File: src/rtl/clk_div_pkg.sv
// Shared defaults and helpers for the clock-divider bank.
package clk_div_pkg;

    localparam int unsigned N_CH_DEF      = 4;
    localparam int unsigned CNT_W_DEF     = 25;
    localparam int unsigned SCAN_BITS_DEF = 2;

    // Select-bus width for n channels, never narrower than one bit.
    function automatic int unsigned sel_w(input int unsigned n);
        int unsigned w;
        w = $clog2(n);
        if (w < 1) begin
            w = 1;
        end
        return w;
    endfunction

endpackage

File: src/rtl/clk_div_chan.sv
// One divider channel: tick pulse and 50% divided clock, with reload at wrap.
module clk_div_chan
    import clk_div_pkg::*;
#(
    parameter int unsigned      CNT_W       = CNT_W_DEF,
    parameter logic [CNT_W-1:0] DEFAULT_DIV = '1
) (
    input  logic             clk,
    input  logic             rst,
    input  logic             en,
    input  logic             wr,
    input  logic [CNT_W-1:0] val,
    output logic             tick,
    output logic             clk_out
);

    logic [CNT_W-1:0] r_cnt;
    logic [CNT_W-1:0] r_act;
    logic [CNT_W-1:0] r_pend;
    logic             r_pv;
    logic             r_tick;
    logic             r_clk;

    logic [CNT_W-1:0] w_lim;
    logic             w_wrap;

    // Divisors 0 and 1 both collapse to a tick on every cycle.
    always_comb begin
        w_lim  = (r_act <= CNT_W'(1)) ? '0 : r_act - CNT_W'(1);
        w_wrap = (r_cnt == w_lim);
    end

    always_ff @(posedge clk or posedge rst) begin
        if (rst) begin
            r_cnt  <= '0;
            r_act  <= DEFAULT_DIV;
            r_pend <= '0;
            r_pv   <= 1'b0;
            r_tick <= 1'b0;
            r_clk  <= 1'b0;
        end else if (!en) begin
            r_cnt  <= '0;
            r_tick <= 1'b0;
            r_clk  <= 1'b0;
            if (wr) begin
                r_act  <= val;
                r_pend <= val;
                r_pv   <= 1'b0;
            end else if (r_pv) begin
                r_act <= r_pend;
                r_pv  <= 1'b0;
            end
        end else if (w_wrap) begin
            r_cnt  <= '0;
            r_tick <= 1'b1;
            r_clk  <= ~r_clk;
            // A write landing on the wrap edge bypasses the pending stage.
            if (wr) begin
                r_act  <= val;
                r_pend <= val;
                r_pv   <= 1'b0;
            end else if (r_pv) begin
                r_act <= r_pend;
                r_pv  <= 1'b0;
            end
        end else begin
            r_cnt  <= r_cnt + CNT_W'(1);
            r_tick <= 1'b0;
            if (wr) begin
                r_pend <= val;
                r_pv   <= 1'b1;
            end
        end
    end

    assign tick    = r_tick;
    assign clk_out = r_clk;

endmodule

File: src/rtl/clk_div_bank.sv
// Bank of independent clock dividers plus a display scan-select counter.
module clk_div_bank
    import clk_div_pkg::*;
#(
    parameter int unsigned      N_CH        = N_CH_DEF,
    parameter int unsigned      CNT_W       = CNT_W_DEF,
    parameter int unsigned      SCAN_BITS   = SCAN_BITS_DEF,
    parameter int unsigned      SCAN_CH     = 0,
    parameter logic [CNT_W-1:0] DEFAULT_DIV = '1,
    localparam int unsigned     SEL_W       = sel_w(N_CH)
) (
    input  logic                 clk,
    input  logic                 rst,
    input  logic [N_CH-1:0]      en,
    input  logic                 div_wr,
    input  logic [SEL_W-1:0]     div_sel,
    input  logic [CNT_W-1:0]     div_val,
    output logic [N_CH-1:0]      tick,
    output logic [N_CH-1:0]      clk_out,
    output logic [SCAN_BITS-1:0] scan_ctl
);

    logic [N_CH-1:0]      w_wr;
    logic [N_CH-1:0]      w_tick;
    logic [N_CH-1:0]      w_clk;
    logic [SCAN_BITS-1:0] r_scan;

    // Selects at or beyond N_CH match no channel, so such writes drop out.
    for (genvar i = 0; i < N_CH; i++) begin : g_ch
        assign w_wr[i] = div_wr && (div_sel == SEL_W'(i));

        clk_div_chan #(
            .CNT_W       (CNT_W),
            .DEFAULT_DIV (DEFAULT_DIV)
        ) u_chan (
            .clk     (clk),
            .rst     (rst),
            .en      (en[i]),
            .wr      (w_wr[i]),
            .val     (div_val),
            .tick    (w_tick[i]),
            .clk_out (w_clk[i])
        );
    end

    always_ff @(posedge clk or posedge rst) begin
        if (rst) begin
            r_scan <= '0;
        end else if (w_tick[SCAN_CH]) begin
            r_scan <= r_scan + SCAN_BITS'(1);
        end
    end

    assign tick     = w_tick;
    assign clk_out  = w_clk;
    assign scan_ctl = r_scan;

endmodule

File: config.mk
export PLATFORM = sky130hd
export DESIGN_NAME = clk_div_bank
export DESIGN_NICKNAME = d
export VERILOG_FILES = /design/src/rtl/clk_div_pkg.sv /design/src/rtl/clk_div_chan.sv /design/src/rtl/clk_div_bank.sv
export SDC_FILE = /design/constraint.sdc
export NUM_CORES = 1
export LEC_CHECK = 0
export BUFFER_PORTS_ARGS = -buffer_cell sky130_fd_sc_hd__buf_2
export CAP_MARGIN = 0
export CORE_MARGIN = 2
export CORE_UTILIZATION = 55
export DETAILED_ROUTE_END_ITERATION = 8
export PLACE_DENSITY = 0.74
export SETUP_SLACK_MARGIN = 0.2
export SLEW_MARGIN = 30
export SYNTH_ARGS = -nofsm -noshare
export SYNTH_HDL_FRONTEND = slang
export SYNTH_SLANG_ARGS = --single-unit
export TNS_END_PERCENT = 100
File: constraint.sdc
create_clock -name clk -period 9.1 [get_ports clk]
set_input_delay 0.91 -clock clk [delete_from_list [all_inputs] [get_ports clk]]
set_output_delay 0.91 -clock clk [all_outputs]
set_load 0.01 [all_outputs]
**Word level (Yosys, flattened, before mapping)**

Cells that the tools add are included.

- Add/subtract/negate cells: 9
- Multipliers: 0
- Div/mod/pow operators: 0
- $lt $le $gt $ge: 4
- Equal/unequal tests: 15
- Shifts and indexed selects: 0
- Muxes and demuxes: 56
- Bitwise logic cells: 4
- Reductions and logical operators: 5

Operators with widths:

| kind | number |
|---|---|
| $mux 25 | 28 |
| $add 25x1->25 const B | 4 |
| $eq 25x25->1 | 4 |
| $le 25x1->1 const B | 4 |
| $sub 25x1->25 const B | 4 |
| $mux 1 | 28 |
| $ne 3x1->1 const B | 4 |
| $ne 2x1->1 const B | 4 |
| $eq 2x2->1 const B | 2 |
| $logic_and 1x1->1 | 4 |
| $not 1->1 | 4 |
| $add 2x1->2 const B | 1 |
| $eq 2x1->1 const B | 1 |
| $logic_not 2->1 | 1 |

- Register bits: 314
- Latch bits: 0
- Memory bits (writable): 0
- Memory bits (read-only): 0
- Input port bits: 34
- Output and inout bits: 10
- Word-level logic and storage cells: 118
- Memories: 0

**Logic depth before layout (Yosys ltp)**

- Word-level depth: 5
- Mapped depth: 14
- Mapped depth without buffers: 11

**Modules after synthesis**

Synthesis repeated with hierarchy kept, for this count alone.

- Cells, all modules: 1729
- Area, all modules: 18586.6 µm²

Modules (own cells, without submodules):

| module | instances | cells an instance | area each (µm²) | sequential area each (µm²) |
|---|---|---|---|---|
| clk_div_chan (g_ch[0].u_chan ...) | 3 | 422 | 4569.4 | 1983.2 |
| clk_div_chan (g_ch[3].u_chan) | 1 | 452 | 4768.3 | 1983.2 |
| clk_div_bank | 1 | 11 | 110.1 | 50.0 |

**Worst setup path after synthesis**

Ideal clock, no wire load.

- Kind: reg2reg
- Start: register g_ch[2].u_chan.r_act[14]
- End: register g_ch[2].u_chan.r_act[0]
- Setup time: 82 ps
- Arrival time: 3827 ps
- Required time: 9018 ps
- Slack: 5191 ps
- Stages on the path, launching flop included: 12
- Path buffers: 2
- Period minus slack after synthesis: 3909 ps
- Cells stage by stage: dfstp_2 -> or3_4 -> or3_1 -> buf_6 -> nor4_1 -> mux2i_1 -> nor4b_1 -> o21ba_2 -> or4_4 -> o41ai_4 -> buf_6 -> mux2_4

- Word-level cells in the longest chain between the ends: 4
- Elaborated cells on any way between the ends: 5
- Classes of those cells: add/sub (1); order compare (1); eq/ne (2); mux (1)

Ends and longest elaborated chain:

| element | line | RTL |
|---|---|---|
| start, declared | clk_div_chan.sv:18 | `logic [CNT_W-1:0] r_act;` |
| start signal, assigned | clk_div_chan.sv:46 | `r_act <= val;` |
| start signal, assigned | clk_div_chan.sv:50 | `r_act <= r_pend;` |
| start signal, assigned | clk_div_chan.sv:59 | `r_act <= val;` |
| $sub 25x1->25 or $le 25x1->1 (tied branches) | clk_div_chan.sv:29 | `w_lim = (r_act <= CNT_W'(1)) ? '0 : r_act - CNT_W'(1);` |
| $mux 25 (*) | clk_div_chan.sv:29 |  |
| $eq 25x25->1 (*) | clk_div_chan.sv:30 | `w_wrap = (r_cnt == w_lim);` |
| $ne 2x1->1 (no source line) (*) | n/a |  |

Every way passes the cells marked *; elsewhere a longest branch is shown, timed or not.
A chain may end at the register's enable or synchronous reset.

**Worst setup path after layout**

- Start: register g_ch[1].u_chan.r_act[10]
- End: register g_ch[1].u_chan.r_cnt[9]

- Word-level cells in the longest chain between the ends: 5
- Elaborated cells on any way between the ends: 6
- Classes of those cells: add/sub (1); order compare (1); eq/ne (1); mux (3)

Ends and longest elaborated chain:

| element | line | RTL |
|---|---|---|
| start, declared | clk_div_chan.sv:18 |  |
| start signal, assigned | clk_div_chan.sv:46 |  |
| start signal, assigned | clk_div_chan.sv:50 |  |
| start signal, assigned | clk_div_chan.sv:59 |  |
| $sub 25x1->25 or $le 25x1->1 (tied branches) | clk_div_chan.sv:29 |  |
| $mux 25 (*) | clk_div_chan.sv:29 |  |
| $eq 25x25->1 (*) | clk_div_chan.sv:30 |  |
| $mux 25 (*) | clk_div_chan.sv:53 | `end else if (w_wrap) begin` |
| $mux 25 (*) | clk_div_chan.sv:41 | `end else if (!en) begin` |
| end signal, assigned | clk_div_chan.sv:67 | `r_cnt <= r_cnt + CNT_W'(1);` |
| end, declared | clk_div_chan.sv:17 | `logic [CNT_W-1:0] r_cnt;` |

Marks and branches as above.

==> results by group <==
Status
  • Outcome: complete, no violations

Floorplan
  • IO Count: 44
  • Core outline area: 32450 um2
  • Row cnt: 66
  • Die area: 34290 um2
  • Die Width: 185.2 um
  • Die Y: 185.2 um
  • Initial cell density of the core: 55.63%

Timing
  • Slew Viols, Final: 0
  • Tmin final: 4.428 ns
  • Slew HR: 36.61%
  • Worst Tran Pin Value: 0.9421 ns
  • Final setup TNS: 0 ns
  • Fmax: 0.2258 GHz
  • Hold Vio Cnt, Final: 0
  • WHS: 0.4187 ns
  • RSZ-0062 raised after global routing: false
  • Layout Skew: 0.008303 ns
  • Period Utilization, post-route: 48.66%
  • Final Setup Violations: 0

Pwr
  • Worst VDD drop: 0.2435 mV
  • Portion of total power attributed to combinational logic: 27.1%
  • Power Total: 4.829 mW
  • Clock network fraction of total power: 28.6%
  • Internal power: 3.271 mW
  • Leak Pwr: 7.758 nW
  • Power per cell area: 245.1 nW/um2
  • NetSw: 1.558 mW
  • Net Sw Frac: 32.25%
  • Seq pwr share: 44.3%

Clock tree
  • CTS tree: done
  • Num CTS Buffers: 35
  • CTS Root Cell: clkbuf_16
  • Post-CTS sizing: 0
  • H-Tree Depth: 2
  • Hold buffers post-CTS: 0
  • Total setup buffers inserted after CTS: 0
  • Clock sinks: 314
  • Clk slew on worst S/H paths: 0.06 ns
  • Clk buf depth: 3
  • Later-pin clock latency in the skew report: 0.52 ns

Logic synthesis
  • Cell taking the most area after synthesis: dfrtp_1
  • Ys flop type: dfrtp_1
  • Library cells used by synthesis: 92
  • Share of the synthesized area in the top cell type: 29.66%
  • Sequential-to-total area share from yosys stat: 44.21%
  • Synth warn: 0
  • Ys async rst share: 100.0%
  • #FFs+latches synth: 314
  • Post-Syn Instances: 1723
  • Syn nets: 1769
  • Top post-synthesis cells by area: dfrtp_1, dfstp_2, mux2_2
  • Post-synth EDFFs: 0
  • Mapped Area: 18050 um2
  • Synthesized area per cell: 10.48 um2

Route
  • DRT iter0 DRCs: 954
  • Pre-antenna DRT Iters: 5
  • Via-to-Cell Ratio: 6.051
  • Final wirelength: 42070 um
  • WL/cell: 19.14 um
  • Number of vias in the routed layout: 13299
  • Routed Antenna Nets: 0
  • DRC viols: 0

GRT
  • Met2 Use GR: 41.41%
  • Grt ovf: 0
  • First-pass GRT wire length: 68270 um
  • Gr usage total: 25.04%
  • Largest net degree at the start of global routing: 87
  • Vias in the first global route: 12958
  • Most utilized layer in the global route result: met2
  • Number of antenna violations at the first check in global routing: 3
  • Met3 layer usage reported by global route: 3.303%
  • Met1 usage: 34.94%

Hold path
  • Hold crit path type: input pin to async pin

Final layout
  • Share of cells above drive strength 1: 25.68%
  • Area delta synth->final: 9.127%
  • Most frequent cells in the layout: dfrtp_1, nor2_1, mux2_2
  • Util after Layout: 60.71%
  • Nets: 1777
  • Commonest non-fill, non-tap cell in the layout: dfrtp_1
  • Ant. Diodes: 0
  • Fillers: 2651
  • Design area: 19700 um2

Worst setup path
  • Critical Path Start Type: register
  • CP top delay family: simple AND/OR/NAND/NOR gates
  • Slowest cell on the critical path: nor4_1
  • Worst path max stage delay: 0.74 ns
  • CP endpoint kind: register
  • WS Path Type: register to register
  • Critical Path AT: 4.80 ns
  • WP buf/inv: 0
  • CP Cell Sequence: nor4_1 -> nand3_1 -> nor4_4 -> nor3_1 -> o32ai_1 -> nand4b_1 -> or4_1 -> o21ai_4 -> nor2_1
  • Crit Path Max Fanout: 26
  • Data required, critical path: 9.47 ns

Placed design
  • Global placer's final weighted congestion: 0.8989
  • Dpl hpwl: 30130 um
  • Input/output buffers: 43
  • Placed cell areas: 18550 um2

Run
  • Max Cap Violations: 0
==> cells by family (layout without fill, tap and decap cells) <==
kind of cell / count (synthesis) / in the layout / synth area share (%)
flip-flops: 314 / 314 / 44.21
AND/OR/NAND/NOR: 679 / 679 / 20.66
AO/OA/AOI/OAI: 189 / 189 / 7.873
XOR/XNOR: 191 / 191 / 9.660
buffers and inverters: 122 / 155 / 2.952
adder cells (fa/ha/maj): 12 / 12 / 0.8316
multiplexers: 216 / 216 / 13.81
==> synth_stat cells, types with 21 or more instances <==
cell type and number:
a21oi_1 23, and3_1 32, clkbuf_1 53, dfrtp_1 214, dfstp_2 100, inv_1 36, mux2_2 165, nand2_1 84
nand3_1 55, nand4_1 27, nor2_1 189, nor3_1 55, nor4_1 46, o21ai_0 28, or3_1 21, or4_1 32
xnor2_1 106, xor2_1 80
==> metal layers <==
layer	vias up	part of all wire [%]	routed length, um
met5	-	0.031	13
met1	6651	45	19130
li1	6233	-	-
met3	74	5.1	2161
met4	2	2.1	865
met2	339	47	19900
==> sequential cells by signal (all words and copies together) (netlist names) <==
register,cells
g_ch.u_chan.clk_out,4
g_ch.u_chan.r_act,100
g_ch.u_chan.r_cnt,100
g_ch.u_chan.r_pend,100
g_ch.u_chan.r_pv,4
g_ch.u_chan.tick,4
scan_ctl,2
==> cell type report <==
cell class                      count  area (um2)  share of cell area, %
Clock buffer                       53        1056                  5.360
Tap cell                          442       553.0                  2.807
Multi-Input combinational cell   1287        9565                  48.55
Inverter                           36       138.9                 0.7049
Timing Repair Buffer               57       331.6                  1.683
Clock inverter                      9       75.07                 0.3810
Sequential cell                   314        7983                  40.52
==> worst paths after layout <==
path	startpoint	to	slack (ns)	cells after the start
setup / recovery	g_ch[1].u_chan.r_act[10]	g_ch[1].u_chan.r_cnt[9]	4.67	9
hold / removal	rst	g_ch[3].u_chan.r_cnt[24]	0.42	2
setup reg to reg	g_ch[1].u_chan.r_act[10]	g_ch[1].u_chan.r_cnt[9]	4.67	9
hold reg to reg	scan_ctl[1]	scan_ctl[1]	0.49	1
max in group asynchronous	rst	g_ch[0].u_chan.r_cnt[5]	6.87	4
min in group clk	scan_ctl[1]	scan_ctl[1]	0.49	1
==> power groups by stage <==
stage                     Clock (mW)  Sequential (mW)  Combinational (mW)
after global routing            1.46             2.19                1.44
after detailed placement           0             2.16                1.29
final                           1.38             2.14                1.31
after floorplan                    0             2.00                1.10
after CTS                       1.42             2.14                1.30
after global placement             0             2.14                1.26
==> metrics by stage <==
stage               worst slack [ns]  cells
finish                         4.672   2198
global route                   4.265   2198
CTS                            4.480   2198
detailed placement             4.477   2136
global placement               4.685   2136
floorplan                      4.089   1723
==> worst register-to-register path, stage by stage (launching register included) <==
cell and delay [ns]:
dfstp_2 0.39, nor4_1 0.74, nand3_1 0.50, nor4_4 0.57, nor3_1 0.12, o32ai_1 0.45, nand4b_1 0.15, or4_1 0.63
o21ai_4 0.59, nor2_1 0.13
Power figures use the tool's default switching activity.
